`src/rtl/fpga_cfg_pkg.sv`:
```
// Shared types and constants for the FPGA configuration loader slice.
// Pure declarations: no timing and no flow control of its own.
package fpga_cfg_pkg;

   typedef enum logic [2:0] {
      ST_IDLE = 3'd0,
      ST_LOAD = 3'd1,
      ST_FRST = 3'd2,
      ST_DONE = 3'd3,
      ST_ERR  = 3'd4
   } cfg_state_t;

   localparam logic [7:0] CRC8_POLY = 8'h07;

endpackage

```
`src/rtl/cfg_crc8.sv`:
```
// Serial CRC-8 (MSB-first, init 0) over the bits presented on the config chain.
// Updates on the clock after each en cycle; no backpressure, follows the shifter.
module cfg_crc8
   import fpga_cfg_pkg::*;
(
   input  logic       clk,
   input  logic       rst,
   input  logic       clr,
   input  logic       en,
   input  logic       din,
   output logic [7:0] crc
);

   logic fb;

   assign fb = crc[7] ^ din;

   always_ff @(posedge clk or posedge rst) begin
      if (rst) begin
         crc <= '0;
      end else if (clr) begin
         crc <= '0;
      end else if (en) begin
         crc <= {crc[6:0], 1'b0} ^ (fb ? CRC8_POLY : 8'h00);
      end
   end

endmodule

```
`src/rtl/cfg_loader.sv`:
```
// Streams bitstream words MSB-first into the config chain, then pulses fabric reset; one bit/cycle.
// word_ready only while the shifter is empty (one bubble per word); CFG_LOADER_CRC_EN adds a trailing CRC-8 word.
module cfg_loader
   import fpga_cfg_pkg::*;
#(
   parameter int WORD_WIDTH = 16,
   parameter int CHAIN_BITS = 17,
   parameter int RST_CYCLES = 2
) (
   input  logic                  clk,
   input  logic                  rst,
   input  logic                  start,
   input  logic                  word_valid,
   input  logic [WORD_WIDTH-1:0] word_data,
   input  logic                  word_last,
   output logic                  word_ready,
   output logic                  config_data_out,
   output logic                  config_en,
   output logic                  le_nrst,
   output logic                  done,
   output logic                  error
);

   localparam int MAXB = (CHAIN_BITS > WORD_WIDTH) ? CHAIN_BITS : WORD_WIDTH;
   localparam int CW   = $clog2(MAXB + 1);
   localparam int RW   = (RST_CYCLES > 1) ? $clog2(RST_CYCLES) : 1;

   localparam logic [CW-1:0] CHAIN_N  = CW'(CHAIN_BITS);
   localparam logic [CW-1:0] WORD_N   = CW'(WORD_WIDTH);
   localparam logic [CW-1:0] ONE_C    = CW'(1);
   localparam logic [RW-1:0] RST_LAST = RW'(RST_CYCLES - 1);

   cfg_state_t            state;
   logic [WORD_WIDTH-1:0] sh;
   logic [CW-1:0]         sh_cnt;
   logic [CW-1:0]         count;
   logic [CW-1:0]         rem;
   logic [CW-1:0]         k;
   logic [RW-1:0]         rst_cnt;
   logic                  launch;
   logic                  accept;
   logic                  shifting;
   logic                  chain_full;
   logic                  load_err;

   assign launch     = start && (state == ST_IDLE || state == ST_DONE || state == ST_ERR);
   assign shifting   = (state == ST_LOAD) && (sh_cnt != '0);
   assign word_ready = (state == ST_LOAD) && (sh_cnt == '0);
   assign accept     = word_valid && word_ready;
   assign chain_full = (count == CHAIN_N);
   assign rem        = CHAIN_N - count;
   assign k          = (rem < WORD_N) ? rem : WORD_N;

   assign config_en       = shifting;
   assign config_data_out = shifting & sh[WORD_WIDTH-1];
   assign le_nrst         = (state == ST_DONE);
   assign done            = (state == ST_DONE);
   assign error           = (state == ST_ERR);

`ifdef CFG_LOADER_CRC_EN
   logic [7:0] crc;

   cfg_crc8 u_crc (
      .clk (clk),
      .rst (rst),
      .clr (launch),
      .en  (config_en),
      .din (config_data_out),
      .crc (crc)
   );

   // The trailing word is the only one allowed to carry word_last.
   always_comb begin
      load_err = 1'b0;
      if (chain_full) begin
         load_err = !word_last || (word_data[7:0] != crc);
      end else begin
         load_err = word_last;
      end
   end
`else
   logic last_seen;
   logic final_bit;

   assign final_bit = shifting && (sh_cnt == ONE_C) && (count == CHAIN_N - ONE_C);

   always_comb begin
      load_err = chain_full || (word_last && ((count + k) < CHAIN_N));
   end
`endif

   always_ff @(posedge clk or posedge rst) begin
      if (rst) begin
         state   <= ST_IDLE;
         sh      <= '0;
         sh_cnt  <= '0;
         count   <= '0;
         rst_cnt <= '0;
`ifndef CFG_LOADER_CRC_EN
         last_seen <= 1'b0;
`endif
      end else begin
         case (state)
            ST_IDLE, ST_DONE, ST_ERR: begin
               if (launch) begin
                  state  <= ST_LOAD;
                  count  <= '0;
                  sh_cnt <= '0;
`ifndef CFG_LOADER_CRC_EN
                  last_seen <= 1'b0;
`endif
               end
            end
            ST_LOAD: begin
               if (shifting) begin
                  sh     <= sh << 1;
                  sh_cnt <= sh_cnt - ONE_C;
                  count  <= count + ONE_C;
`ifndef CFG_LOADER_CRC_EN
                  if (final_bit && last_seen) begin
                     state   <= ST_FRST;
                     rst_cnt <= '0;
                  end
`endif
               end else if (accept) begin
                  if (load_err) begin
                     state <= ST_ERR;
`ifdef CFG_LOADER_CRC_EN
                  end else if (chain_full) begin
                     state   <= ST_FRST;
                     rst_cnt <= '0;
`endif
                  end else begin
                     // Unused LSBs of a short final word stay in sh and are never shifted.
                     sh     <= word_data;
                     sh_cnt <= k;
`ifndef CFG_LOADER_CRC_EN
                     last_seen <= word_last;
`endif
                  end
               end
            end
            ST_FRST: begin
               if (rst_cnt == RST_LAST) begin
                  state <= ST_DONE;
               end else begin
                  rst_cnt <= rst_cnt + 1'b1;
               end
            end
            default: state <= ST_IDLE;
         endcase
      end
   end

endmodule

```
`config.mk`:
```
export PLATFORM = sky130hd
export DESIGN_NAME = cfg_loader
export DESIGN_NICKNAME = d
export VERILOG_FILES = /design/src/rtl/fpga_cfg_pkg.sv /design/src/rtl/cfg_crc8.sv /design/src/rtl/cfg_loader.sv
export SDC_FILE = /design/constraint.sdc
export NUM_CORES = 1
export LEC_CHECK = 0
export ABC_AREA = 0
export BUFFER_PORTS_ARGS = -buffer_cell sky130_fd_sc_hd__buf_2
export CAP_MARGIN = 20
export CORE_UTILIZATION = 51
export CTS_CLUSTER_DIAMETER = 100
export CTS_CLUSTER_SIZE = 28
export DETAILED_ROUTE_END_ITERATION = 12
export GPL_TIMING_DRIVEN = 0
export PLACE_DENSITY = 0.75
export SYNTH_ARGS = -nofsm -noshare
export SYNTH_HDL_FRONTEND = slang
export SYNTH_HIERARCHICAL = 1
export SYNTH_SLANG_ARGS = --single-unit
```
`constraint.sdc`:
```
create_clock -name clk -period 2.7 [get_ports clk]
set_input_delay 0.135 -clock clk [delete_from_list [all_inputs] [get_ports clk]]
set_output_delay 0.135 -clock clk [all_outputs]
set_load 0.02 [all_outputs]
```
==> flow_summary.json <==
{
  "postSynth.topFlopCell": "dfrtp_1",
  "detailed_route_wire_length_per_cell_um": 17.1,
  "crit_path_max_fanout": 7,
  "number_of_primary_i_o_pins": 27,
  "core_area_mm2": 0.00369,
  "final.setup_skew_ns": 0.00579,
  "layout-drive-gt1-share": 0.413,
  "final-setup-viol-count": 16,
  "cts_htree_levels": 2,
  "worst-setup-path-type": "register to register",
  "worst_skew_pair.late_latency_ns": 0.29,
  "globalRouteMet1Util": 0.333,
  "class_of_the_most_critical_hold_timing_path": "input port to register",
  "post-synth-top-area-cell": "dfrtp_1",
  "critPathRequiredTime_ns": 2.88,
  "clock_tree_root_driver_cell": "clkbuf_8",
  "globalRouteTotalUtil": 0.274,
  "number_of_antenna_violations_at_the_first_check_in_global_routing": 0,
  "regToRegStartpoint": "count[1]",
  "timing.critical_path.cells": "nor3_4 -> xnor2_2 -> and2_4 -> ha_4 -> buf_4 -> a2111oi_4 -> o221ai_4 -> and4_4 -> clkbuf_16 -> a221o_1",
  "rsz0062_at_grt": "yes",
  "worstSetupStartpoint": "count[1]",
  "maximum_number_of_pins_on_one_net_before_global_route_repair": 24,
  "max_cap_viol_count": 0,
  "postSynthCellCount": 204,
  "finalMaxSlewViolations": 0,
  "hpwlAfterDp_um": 3140,
  "drt.antenna.violating_nets": 0,
  "gpl.final_weighted_congestion": 0.818,
  "hold_path.startpoint": "word_data[0]",
  "relSlewSlack": 0.617,
  "grt-busiest-layer": "met2",
  "ctsLongestPathBuffers": 2,
  "post-synth-top-count-cell": "dfrtp_1",
  "via_count": 1845,
  "use_met2": 0.443,
  "outcome": "finished, violations left",
  "flow.area_growth_from_synthesis_pct": 37.0,
  "grt_first_pass_wirelength_um": 8390,
  "final_min_period_over_clock_period": 1.03,
  "violations": "negative setup slack",
  "detail_route.drc_violations": 0,
  "post-route-util": 0.729,
  "netlist_area_mm2": 0.00196,
  "critical_path.slowest_cell": "dfrtp_2",
  "die_area_mm2": 0.00410,
  "post_synth.cell_area_avg_um2": 9.62,
  "num_rows": 22,
  "synth_async_sr_flop_share": 1.00,
  "final.min_clock_period_ns": 2.77,
  "number_of_enable_type_register_cells_in_the_synthesized_netlist": 0,
  "yosys.area.top_type_share": 0.395,
  "yosysSeqAreaShare": 0.395,
  "tightest_slew_ns": 0.569,
  "timing.critical_path.from_type": "register",
  "critical_path.max_stage_delay_ns": 0.45,
  "placement.io_buffers": 26,
  "die_h_um": 64.0,
  "max_freq_mhz": 361,
  "grt_util_met3": 0.0786,
  "synth.area.top_cells": "dfrtp_1 (40%), ha_1 (5.1%), a221o_1 (4.1%)",
  "cp_top_family": "compound AO/OA/AOI/OAI gates",
  "grt_remaining_overflow": 0,
  "first_pass_iters": 4,
  "leakage_nw": 1.29,
  "tritoncts": "done",
  "die_w_um": 64.0,
  "insertedDiodeCount": 0,
  "setup.worst_path.end_class": "register",
  "hold_ws_ns": 0.0436,
  "iteration_0_drc_markers": 134,
  "post-route-worst-setup-slack_ns": -0.0719,
  "cts.reportedPaths.clkPinSlew_ns": 0.07,
  "vias_per_cell": 5.91,
  "yosysUniqueCellTypes": 58,
  "vias_in_the_first_global_route": 1821,
  "final_net_count": 292,
  "drt_wl_total_um": 5320,
  "power-per-cell-area_mw_per_mm2": 1240,
  "vdd_drop_max_mv": 0.649,
  "critical_path.n_buffers_inverters": 2,
  "timing.final.hold_violations": 0,
  "synth_common_cells": "dfrtp_1 (31), nand2_1 (18), nor2_1 (14), nand3_1 (12)",
  "numClockSinks": 31,
  "total_cts_buffers": 5,
  "start_util": 0.532,
  "synth_seq_cells": 31,
  "worstPathArrival_ns": 2.95,
  "total_number_of_yosys_warnings": 6,
  "synth_nets": 233
}
## sequential cells by signal (all words and copies together), names as in the netlist
| register | cells |
|---|---|
| rst_cnt | 1 |
| sh | 16 |
| last_seen | 1 |
| sh_cnt | 5 |
| count | 5 |
| state | 3 |
## cell type report
type | count | area, um^2
buffer | 12 | 83.8
clock buffer | 6 | 82.6
sequential | 31 | 778
timing repair buffer | 52 | 365
multi-input combinational | 151 | 1240
inverter | 10 | 37.5
tap | 48 | 60.1
clock inverter | 2 | 35.0
fill | 277 | 1000
## final timing paths
check / end / depth (start not counted) / slack (ns)
worst max register to register: sh[14] / 10 / -0.07
worst min-delay path: sh[0] / 3 / 0.04
min in group asynchronous: state[1] / 3 / 0.39
worst min register to register: sh[3] / 2 / 0.50
max in group asynchronous: count[2] / 4 / 1.84
worst max-delay path: sh[14] / 10 / -0.07
## report_power, final
group	switching [W]	internal, W
Sequential	0.000135	0.000645
Clock	0.000177	0.000298
Combinational	0.00110	0.000974
## cells in the final DEF (no fill, tap or decap), types with 2 or more instances in the layout
cell	Yosys	routed
buf_2	4	30
dfrtp_1	31	29
buf_4	1	25
nand2_1	18	16
nor2_1	14	14
nand3_1	12	11
o21ai_0	10	10
a221o_1	8	8
inv_1	9	7
a21oi_1	7	6
and3_1	10	6
ha_1	8	6
clkbuf_8	0	6
a22oi_2	0	5
and3_4	0	4
inv_2	1	3
xor2_1	3	3
xnor2_1	4	3
clkbuf_1	3	2
nor3b_2	1	2
or3b_1	2	2
and2_4	1	2
buf_6	4	2
nand4b_1	2	2
nor2b_1	2	2
mux2i_1	2	2
o211ai_1	2	2
nand4_1	2	2
o21ai_1	2	2
nand2_2	0	2
and2_1	3	2
a22oi_1	7	2
ha_4	0	2
dfrtp_2	0	2
## worst min-delay path: stages
cell and delay (ns):
buf_2 0.08, nand2_2 0.04, nand2_2 0.04
## through the flow
step / total power [W] / instances / worst slack [ns] / area [um^2] / TNS, ns
finish: 0.00332 / 312 / -0.0719 / 2690 / -0.564
global placement: 0.00224 / 278 / -0.257 / 2210 / -4.44
global route: 0.00355 / 312 / -0.154 / 2690 / -2.45
detailed placement: 0.00228 / 279 / -0.269 / 2240 / -4.54
floorplan: 0.00193 / 204 / -0.0411 / 2020 / -0.0411
CTS: 0.00306 / 307 / -0.0119 / 2530 / -0.0127
## repair_timing
action | in CTS | in global routing
setup endpoints to repair | 23 | 23
hold buffers | 1 | 0
setup buffers | 19 | 6
resized for setup | 7 | 21
hold endpoints to repair | 8 | 0
cloned | 0 | 2
pin swaps | 6 | 10
## cells by family (layout without fill, tap and decap cells)
logic type	count (synthesis)	after routing	synth area share
compound gates	50	50	0.193
flops	31	31	0.395
simple gates	80	81	0.242
buf+inv	23	82	0.0638
fa+ha+maj	8	8	0.0510
mux	4	4	0.0217
other cells	1	1	0.00191
xor+xnor	7	7	0.0313
## routing by layer
| metal | wire (um) | up-vias |
|---|---|---|
| met5 | 0 | - |
| met4 | 136 | 0 |
| met3 | 269 | 16 |
| met2 | 2670 | 56 |
| met1 | 2250 | 906 |
| li1 | - | 867 |
No activity file was read; power rests on OpenSTA's default activity.
